## config.mk

```make
export PLATFORM = sky130hd
export DESIGN_NAME = serial_adder_ctrl
export DESIGN_NICKNAME = d
export VERILOG_FILES = /design/src/rtl/serial_adder_ctrl_pkg.sv /design/src/rtl/serial_adder_ctrl_full_adder_cell.sv /design/src/rtl/serial_adder_ctrl.sv
export SDC_FILE = /design/constraint.sdc
export NUM_CORES = 1
export LEC_CHECK = 0
export ABC_AREA = 1
export CORE_ASPECT_RATIO = 1.5
export CORE_MARGIN = 10
export CORE_UTILIZATION = 45
export CTS_CLUSTER_SIZE = 14
export DETAILED_ROUTE_END_ITERATION = 12
export DONT_BUFFER_PORTS = 1
export PLACE_DENSITY_LB_ADDON = 0.25
export SLEW_MARGIN = 10
export SYNTH_ARGS = -nofsm -noshare
export SYNTH_HDL_FRONTEND = slang
export SYNTH_SLANG_ARGS = --single-unit
```

## constraint.sdc

```tcl
create_clock -name clk -period 1.7 [get_ports clk]
set_clock_uncertainty 0.05 [all_clocks]
set_input_delay 0.34 -clock clk [delete_from_list [all_inputs] [get_ports clk]]
set_output_delay 0.34 -clock clk [all_outputs]
set_load 0.03 [all_outputs]
```

## src/rtl/serial_adder_ctrl_pkg.sv

```systemverilog
// serial_adder_ctrl_pkg
//   Shared definitions for the bit-serial add/subtract controller:
//   the controller state encoding and the widest operand it supports.
package serial_adder_ctrl_pkg;

  localparam int MAX_WIDTH = 16;

  typedef enum logic [1:0] {
    IDLE = 2'd0,
    RUN  = 2'd1,
    DONE = 2'd2
  } state_t;

endpackage

```

## src/rtl/serial_adder_ctrl_full_adder_cell.sv

```systemverilog
// full_adder_cell
//   Single 1-bit full adder, purely combinational. The serial controller
//   time-shares one of these across all operand bits.
//   a, b, cin : addend bits and carry-in
//   sum, cout : sum bit and carry-out
module full_adder_cell (
  input  logic a,
  input  logic b,
  input  logic cin,
  output logic sum,
  output logic cout
);

  assign sum  = a ^ b ^ cin;
  assign cout = (a & b) | (a & cin) | (b & cin);

endmodule

```

## src/rtl/serial_adder_ctrl.sv

```systemverilog
// serial_adder_ctrl
//   Bit-serial A+B / A-B controller. A rising edge on start latches the
//   operands, then one full-adder cell is stepped LSB first, one bit per
//   clock. The WIDTH+1-bit result (carry-out on top) is loaded in one go
//   when the last bit is done, and done pulses for one cycle.
//   clk, reset   : clock, synchronous active-high reset
//   start        : level request; only its rising edge starts an operation
//   sub          : 0 = add, 1 = subtract (sampled with a/b)
//   a, b         : operands
//   result       : registered result, bit WIDTH = carry-out (1 = no borrow)
//   busy, done   : registered status; busy during RUN, done during DONE
//
//   state | meaning
//   ------+---------------------------------------------------------
//   IDLE  | waiting for a start edge; result holds the last answer
//   RUN   | one operand bit per cycle through the full-adder cell
//   DONE  | result just loaded, done pulse; back to IDLE next cycle
module serial_adder_ctrl
  import serial_adder_ctrl_pkg::*;
#(
  parameter int WIDTH = 8
) (
  input  logic             clk,
  input  logic             reset,
  input  logic             start,
  input  logic             sub,
  input  logic [WIDTH-1:0] a,
  input  logic [WIDTH-1:0] b,
  output logic [WIDTH:0]   result,
  output logic             busy,
  output logic             done
);

  generate
    if (WIDTH < 1 || WIDTH > MAX_WIDTH) begin : g_bad_width
      $error("serial_adder_ctrl: WIDTH must be in 1..MAX_WIDTH");
    end
  endgenerate

  // A 1-bit counter is still needed when WIDTH=1, where $clog2 gives 0.
  localparam int CNT_W = (WIDTH > 1) ? $clog2(WIDTH) : 1;
  localparam logic [CNT_W-1:0] LAST = CNT_W'(WIDTH - 1);

  state_t           state, state_d;
  logic             start_q;
  logic             start_edge;
  logic [WIDTH-1:0] a_sr, b_sr, ps;
  logic [WIDTH-1:0] next_ps;
  logic             ps_unused;
  logic             carry;
  logic [CNT_W-1:0] cnt;
  logic             s, co;

  full_adder_cell u_fa (
    .a    (a_sr[0]),
    .b    (b_sr[0]),
    .cin  (carry),
    .sum  (s),
    .cout (co)
  );

  assign start_edge = start & ~start_q;

  // New sum bit enters at the top; the bit falling out of ps is discarded.
  assign {next_ps, ps_unused} = {s, ps};

  always_comb begin
    state_d = state;
    case (state)
      IDLE:    if (start_edge) state_d = RUN;
      RUN:     if (cnt == LAST) state_d = DONE;
      DONE:    state_d = IDLE;
      default: state_d = IDLE;
    endcase
  end

  always_ff @(posedge clk) begin
    if (reset) state <= IDLE;
    else       state <= state_d;
  end

  always_ff @(posedge clk) begin
    if (reset) begin
      // start_q resets high so a button held through reset is not an edge.
      start_q <= 1'b1;
      a_sr    <= '0;
      b_sr    <= '0;
      ps      <= '0;
      carry   <= 1'b0;
      cnt     <= '0;
      result  <= '0;
      busy    <= 1'b0;
      done    <= 1'b0;
    end else begin
      start_q <= start;
      busy    <= (state_d == RUN);
      done    <= (state_d == DONE);
      case (state)
        IDLE: begin
          if (start_edge) begin
            // Subtract as A + ~B + 1: invert B and seed the carry.
            a_sr  <= a;
            b_sr  <= sub ? ~b : b;
            carry <= sub;
            cnt   <= '0;
          end
        end
        RUN: begin
          ps    <= next_ps;
          a_sr  <= a_sr >> 1;
          b_sr  <= b_sr >> 1;
          carry <= co;
          cnt   <= cnt + 1'b1;
          if (cnt == LAST) result <= {co, next_ps};
        end
        default: ;
      endcase
    end
  end

endmodule

```

==> impl_results.md, run 1 <==
* Hold Crit Depth at 1
* Synth top cells by count: nand2_1 (59), nor2_1 (44), dfxtp_1 (41)
* Clk buf depth at 2
* CP Class: flop to flop
* Ranking of synthesized cells by area: dfxtp_1 (46%), nand2_1 (12%), nor2_1 (9.2%), o21ai_0 (8.1%), inv_1 (5.7%)
* LEAKAGE at 0.942 nW
* Number of buffers created by CTS at 5
* # IOs at 31
* Startpoint Class: flop
* GRT Total Usage at 0.111
* Final net count at 276
* PwrDens at 938 nW/µm²
* Drt pass-1 iters at 4
* ANT cells at 0
* Unrepaired setup endpoints after global routing: false
* Routability Congestion at 0.745
* Synth area leader: dfxtp_1
* Hold Path Class: input pin to flop
* FFs w/ async S/R, synth at 0
* Initial antenna violation count at 0
* Core area at 3890 µm²
* 1st-iter DRT viols at 42
* DR DRC count at 0
* Max-Cap Viols at 0
* H-tree depth at 2
* Cells after Synth at 250
* Netlist cell types at 22
* Port bufs at 0
* Fmax at 693 MHz
* Crit-path max FO at 8
* Final Hold Viols at 0
* Postcts setup bufs at 0
* Ys Warns at 0
* Largest net degree at the start of global routing at 24
* Share of cells above drive strength 1 at 0.0906
* Maximum VDD drop at 0.838 mV
* Worst setup EP type: flop
* Max-slew headroom at 0.605
* Vias post-DR at 1,429
* Final Cycle Share at 0.849
* Most common cell in the netlist: nand2_1
* Via-to-Cell Ratio at 4.78
* Worst skew pair latency at 290 ps
* Clk sinks at 41
* Worst-path clk slew at 80 ps
* Fin. max-slew vios at 0
* # rows at 28
* Critical Path RT at 1870 ps
* Post-synth top area share at 0.458
* WHS at 55.3 ps
* Initial core utilization at 0.460
* FF-to-FF path depth at 7
* Arrival time at the worst endpoint at 1620 ps
* HPWL Detailed at 2.68 mm
* Vias in the first global route at 1,397
* Area Overhead vs Synth at 5.73%
* Worst-margin pin slew at 592 ps
* CTS tree: done
* First-pass GRT wire length at 6.42 mm
* Cell Area, Synth at 1790 µm²
* Syn Nets at 273
* Post-synth EDFFs at 0
* Setup violations, final at 0
* Chip width at 71.5 µm
* Root Buffer: clkbuf_8
* Die area at 6950 µm²
* Status: completed
* Routed Antenna Nets at 0
* Synthesized area per cell at 7.16 µm²
* Post-route setup TNS at 0 ps
* Sequential-to-total area share from yosys stat at 0.458
* Primary FF master, synth: dfxtp_1
* GRT overflow at 0
* Die Y at 97.3 µm
* Routed len/inst at 12.7 µm
* Register bit total from synthesis at 41
* Total Wirelength at 3.78 mm
* Min Clock Period, post-route at 1440 ps
cells by family (layout without fill, tap and decap cells):
| logic type | Yosys count | count (layout) | synth area share |
|---|---|---|---|
| compound gates | 39 | 39 | 0.109 |
| xor+xnor | 1 | 1 | 0.00489 |
| fa+ha+maj | 3 | 3 | 0.0252 |
| buf+inv | 40 | 44 | 0.108 |
| flops | 41 | 41 | 0.458 |
| simple gates | 126 | 126 | 0.295 |
placed cells by master (no fill, tap or decap), types with 2 or more instances in the layout:
cell,netlist,layout
dfxtp_1,41,41
nand3_1,17,17
a21oi_1,8,8
nor2_1,44,43
inv_2,3,4
o21ai_0,29,29
nand2_1,59,59
ha_1,2,2
buf_4,3,5
nor2_4,2,2
clkbuf_8,0,5
clkinv_2,0,2
inv_1,27,27
o21ai_1,2,2
sequential cells by signal, indices dropped and copies added (netlist names):
register	flops
carry	1
ps	7
state	2
done	1
a_sr	8
busy	1
result	9
b_sr	8
start_q	1
cnt	3
worst paths after layout:
check | start | end | slack, ps
worst max-delay path | cnt[0] | result[1] | 260
worst min-delay path | reset | carry | 60
worst max register to register | cnt[0] | result[1] | 260
worst min register to register | a_sr[7] | a_sr[7] | 410
timing repair:
item / CTS / global route
gates resized for setup: 0 / 2
endpoints found under the setup margin: 0 / 8
hold buffers: 0 / 0
final cells by class:
type	instances	area (µm²)
clock buffers	6	72.6
clock inverters	2	10.0
fillers	395	2000
inverters	31	116
multi-input cells	169	779
flip-flops and latches	41	821
well taps	45	56.3
repair buffers	5	37.5
routing by layer:
metal  track usage  up-vias  part of all wire
li1              -      777                 -
met1         0.123      620              0.44
met2         0.182       28              0.47
met3        0.0470        4             0.073
met4        0.0404        0             0.014
met5             0        -                 0
power by group:
part | total [W] | internal (W) | switching (W)
logic | 0.000149 | 0.0000548 | 0.0000941
registers | 0.00102 | 0.000996 | 0.0000230
clock network | 0.000607 | 0.000284 | 0.000323
worst max-delay path, stage by stage, from the launching register on:
cell and delay (ps):
dfxtp_1 360, ha_1 160, ha_1 140, nand2_1 80, nor2_2 180, buf_4 190
o21ai_0 80, a21oi_1 150
stage by stage:
step | power, W | worst slack, ps | cell area [µm²] | utilization | std cells
finish | 0.00177 | 257 | 1890 | 0.487 | 299
global route | 0.00187 | 87.1 | 1890 | 0.487 | 299
CTS | 0.00180 | 46.9 | 1890 | 0.486 | 299
detailed placement | 0.00119 | 58.0 | 1810 | 0.465 | 291
global placement | 0.00119 | 141 | 1810 | 0.465 | 291
floorplan | 0.00117 | 392 | 1790 | - | 250
Note: power is estimated with default switching activity, not from simulation.
==> inputs of run 2 (changes only) <==
clock period = 1.4 ns   (was 1.7 ns; I/O delays follow)
==> run 2 against run 1 <==
First-iteration DRC count is 38% higher. Clock-buffer cell count is 1 lower. Combinational power is 34% higher. Largest power group unchanged. Critical path depth stayed put. Clock power is 26% higher. Largest cell class unchanged. Non-clock buffer count is 5 higher. Via count is 5.2% higher. Power is 24% higher. Cell area is 6.5% higher. Worst hold slack worse by 21 ps. Wire length is 7.1% higher. Flip-flop and latch count stayed put.
==> impl_results.md, run 2 (synthesis gave the netlist of run 1 again) <==
* Post-route setup TNS at 0 ps (unchanged)
* Area Overhead vs Synth at 12.6%
* Unrepaired setup endpoints after global routing: true
* Setup violations, final at 0 (unchanged)
* Arrival time at the worst endpoint at 1530 ps (-90 ps)
* ANT cells at 0 (unchanged)
* Commonest non-fill, non-tap cells in the layout: nand2_1 (58), nor2_1 (43), dfxtp_1 (39), inv_1 (27), o21ai_0 (26)
* # rows at 28 (unchanged)
* Worst-margin pin slew at 367 ps (-225 ps)
* Maximum VDD drop at 0.802 mV (-4.3%)
* Initial antenna violation count at 0 (unchanged)
* Largest regs: result x9, a_sr x8, b_sr x8
* Vias in the first global route at 1,430 (+2.4%)
* GRT Total Usage at 0.116 (+0.00463)
* Critical Path RT at 1590 ps (-280 ps)
* Vias post-DR at 1,503 (+5.2%)
* Postcts setup bufs at 0 (unchanged)
* Core area at 3890 µm² (unchanged)
* GRT overflow at 0 (unchanged)
* DR DRC count at 0 (unchanged)
* Placed Cells at 294 (+1.0%)
* Routed Antenna Nets at 0 (unchanged)
* Die Y at 97.3 µm (unchanged)
* Fmax at 749 MHz (+8.1%)
* Max-Cap Viols at 0 (unchanged)
* Number of buffers created by CTS at 5 (unchanged)
* Clk sinks at 41 (unchanged)
* Port bufs at 0 (unchanged)
* Hold Path Class: input pin to flop
* Status: completed
* Final cell count without fillers at 305 (+2.0%)
* LEAKAGE at 0.988 nW (+4.9%)
* Crit-path max FO at 5 (-3)
* Final Hold Viols at 0 (unchanged)
* Number of flip-flops in the largest register at 9 (unchanged)
* HPWL Detailed at 2.75 mm (+2.5%)
* Worst-path clk slew at 80 ps (about the same)
* Die area at 6950 µm² (unchanged)
* Routability Congestion at 0.729 (-2.0%)
* Root Buffer: clkbuf_8
* Largest net degree at the start of global routing at 20 (-17%)
* Total Wirelength at 4.05 mm (+7.1%)
* Top reg by flops: result
* Fin. max-slew vios at 0 (unchanged)
* Min Clock Period, post-route at 1330 ps (-108 ps)
* FF+latch area at 826 µm² (+0.61%)
* Worst skew pair latency at 300 ps (about the same)
* Max-slew headroom at 0.755 (+0.150)
* H-tree depth at 2 (unchanged)
* Chip width at 71.5 µm (unchanged)
* Initial core utilization at 0.460 (unchanged)
* Drt pass-1 iters at 4 (unchanged)
* Fill count at 387 (-2.0%)
* Final Cycle Share at 0.954 (+0.105)
* # IOs at 31 (unchanged)
* Clk buf depth at 2 (unchanged)
* Most common cell after layout, fill and taps aside: nand2_1
* Worst setup EP type: flop
* CTS tree: done
* Routed len/inst at 13.3 µm (+5.0%)
* Reg2reg setup slack at 70 ps (-190 ps)
* Final net count at 282 (+2.2%)
* Share of cells above drive strength 1 at 0.135 (+0.0441)
* Via-to-Cell Ratio at 4.93 (+3.1%)
* First-pass GRT wire length at 6.67 mm (+3.9%)
* PwrDens at 1090 nW/µm² (+17%)
* 1st-iter DRT viols at 58 (+38%)
* Startpoint Class: flop
* CP Class: flop to flop
* Area of the multi-input gates at 821 µm² (+5.3%)
run 2: cell types whose count changed in the layout (fill, tap and decap cells not counted), sizes merged:
cell         before  now
dlygate4sd3       0    1
clkinv            2    4
buf               5    9
clkinvlp          0    1
clkbuf            6    5
inv              31   30
run 2: layer usage:
metal  global-route usage  wire length [µm]
met1                0.129              1690
met2                0.191              2020
met3               0.0389               254
met4               0.0523                94
met5                    0                 0
run 2: critical path, cell delays in order, from the launching register on:
cell	delay, ps
dfxtp_2	360
ha_4	140
ha_4	120
nand2_4	50
nor2_4	190
buf_2	190
o21ai_0	80
nor2_1	90
run 2: final cells by class:
type	count	area share
inverter	31	0.0583
tap	45	0.0279
timing repair inverter	1	0.00248
timing repair buffer	10	0.0515
clock buffer	5	0.0341
clock inverter	3	0.00869
multi-input combinational	169	0.407
sequential	41	0.410
run 2: worst paths after layout:
| path | from | endpoint | cells after the start |
|---|---|---|---|
| setup / recovery | cnt[1] | result[3] | 7 |
| hold / removal | reset | start_q | 1 |
| setup reg to reg | cnt[1] | result[3] | 7 |
| hold reg to reg | cnt[0] | cnt[0] | 1 |
run 2: metrics by stage:
step | worst slack [ps] | cell area [µm²] | utilization | hold slack, ps | total power [W]
6_report | 65.1 | 2020 | 0.518 | 34.3 | 0.00220
5_1_grt | -14.5 | 2020 | 0.518 | 33.3 | 0.00230
4_1_cts | 2.83 | 1970 | 0.506 | 28.1 | 0.00222
3_5_place_dp | -132 | 1860 | 0.477 | 303 | 0.00146
3_3_place_gp | -44.5 | 1860 | 0.477 | 302 | 0.00146
2_1_floorplan | 91.9 | 1790 | - | 299 | 0.00142
run 2: what timing repair did:
item,4_1_cts,5_1_grt
gates resized for setup,7,11
endpoints found under the hold margin,5,0
pin swaps,0,2
setup endpoints to repair,9,9
hold buffers,1,0
cloned,1,1
run 2: where the power goes:
| part | internal, W | switching (W) | total (W) |
|---|---|---|---|
| clock network | 0.000344 | 0.000419 | 0.000763 |
| logic | 0.0000816 | 0.000118 | 0.000200 |
| registers | 0.00121 | 0.0000320 | 0.00124 |
| total | 0.00163 | 0.000569 | 0.00220 |
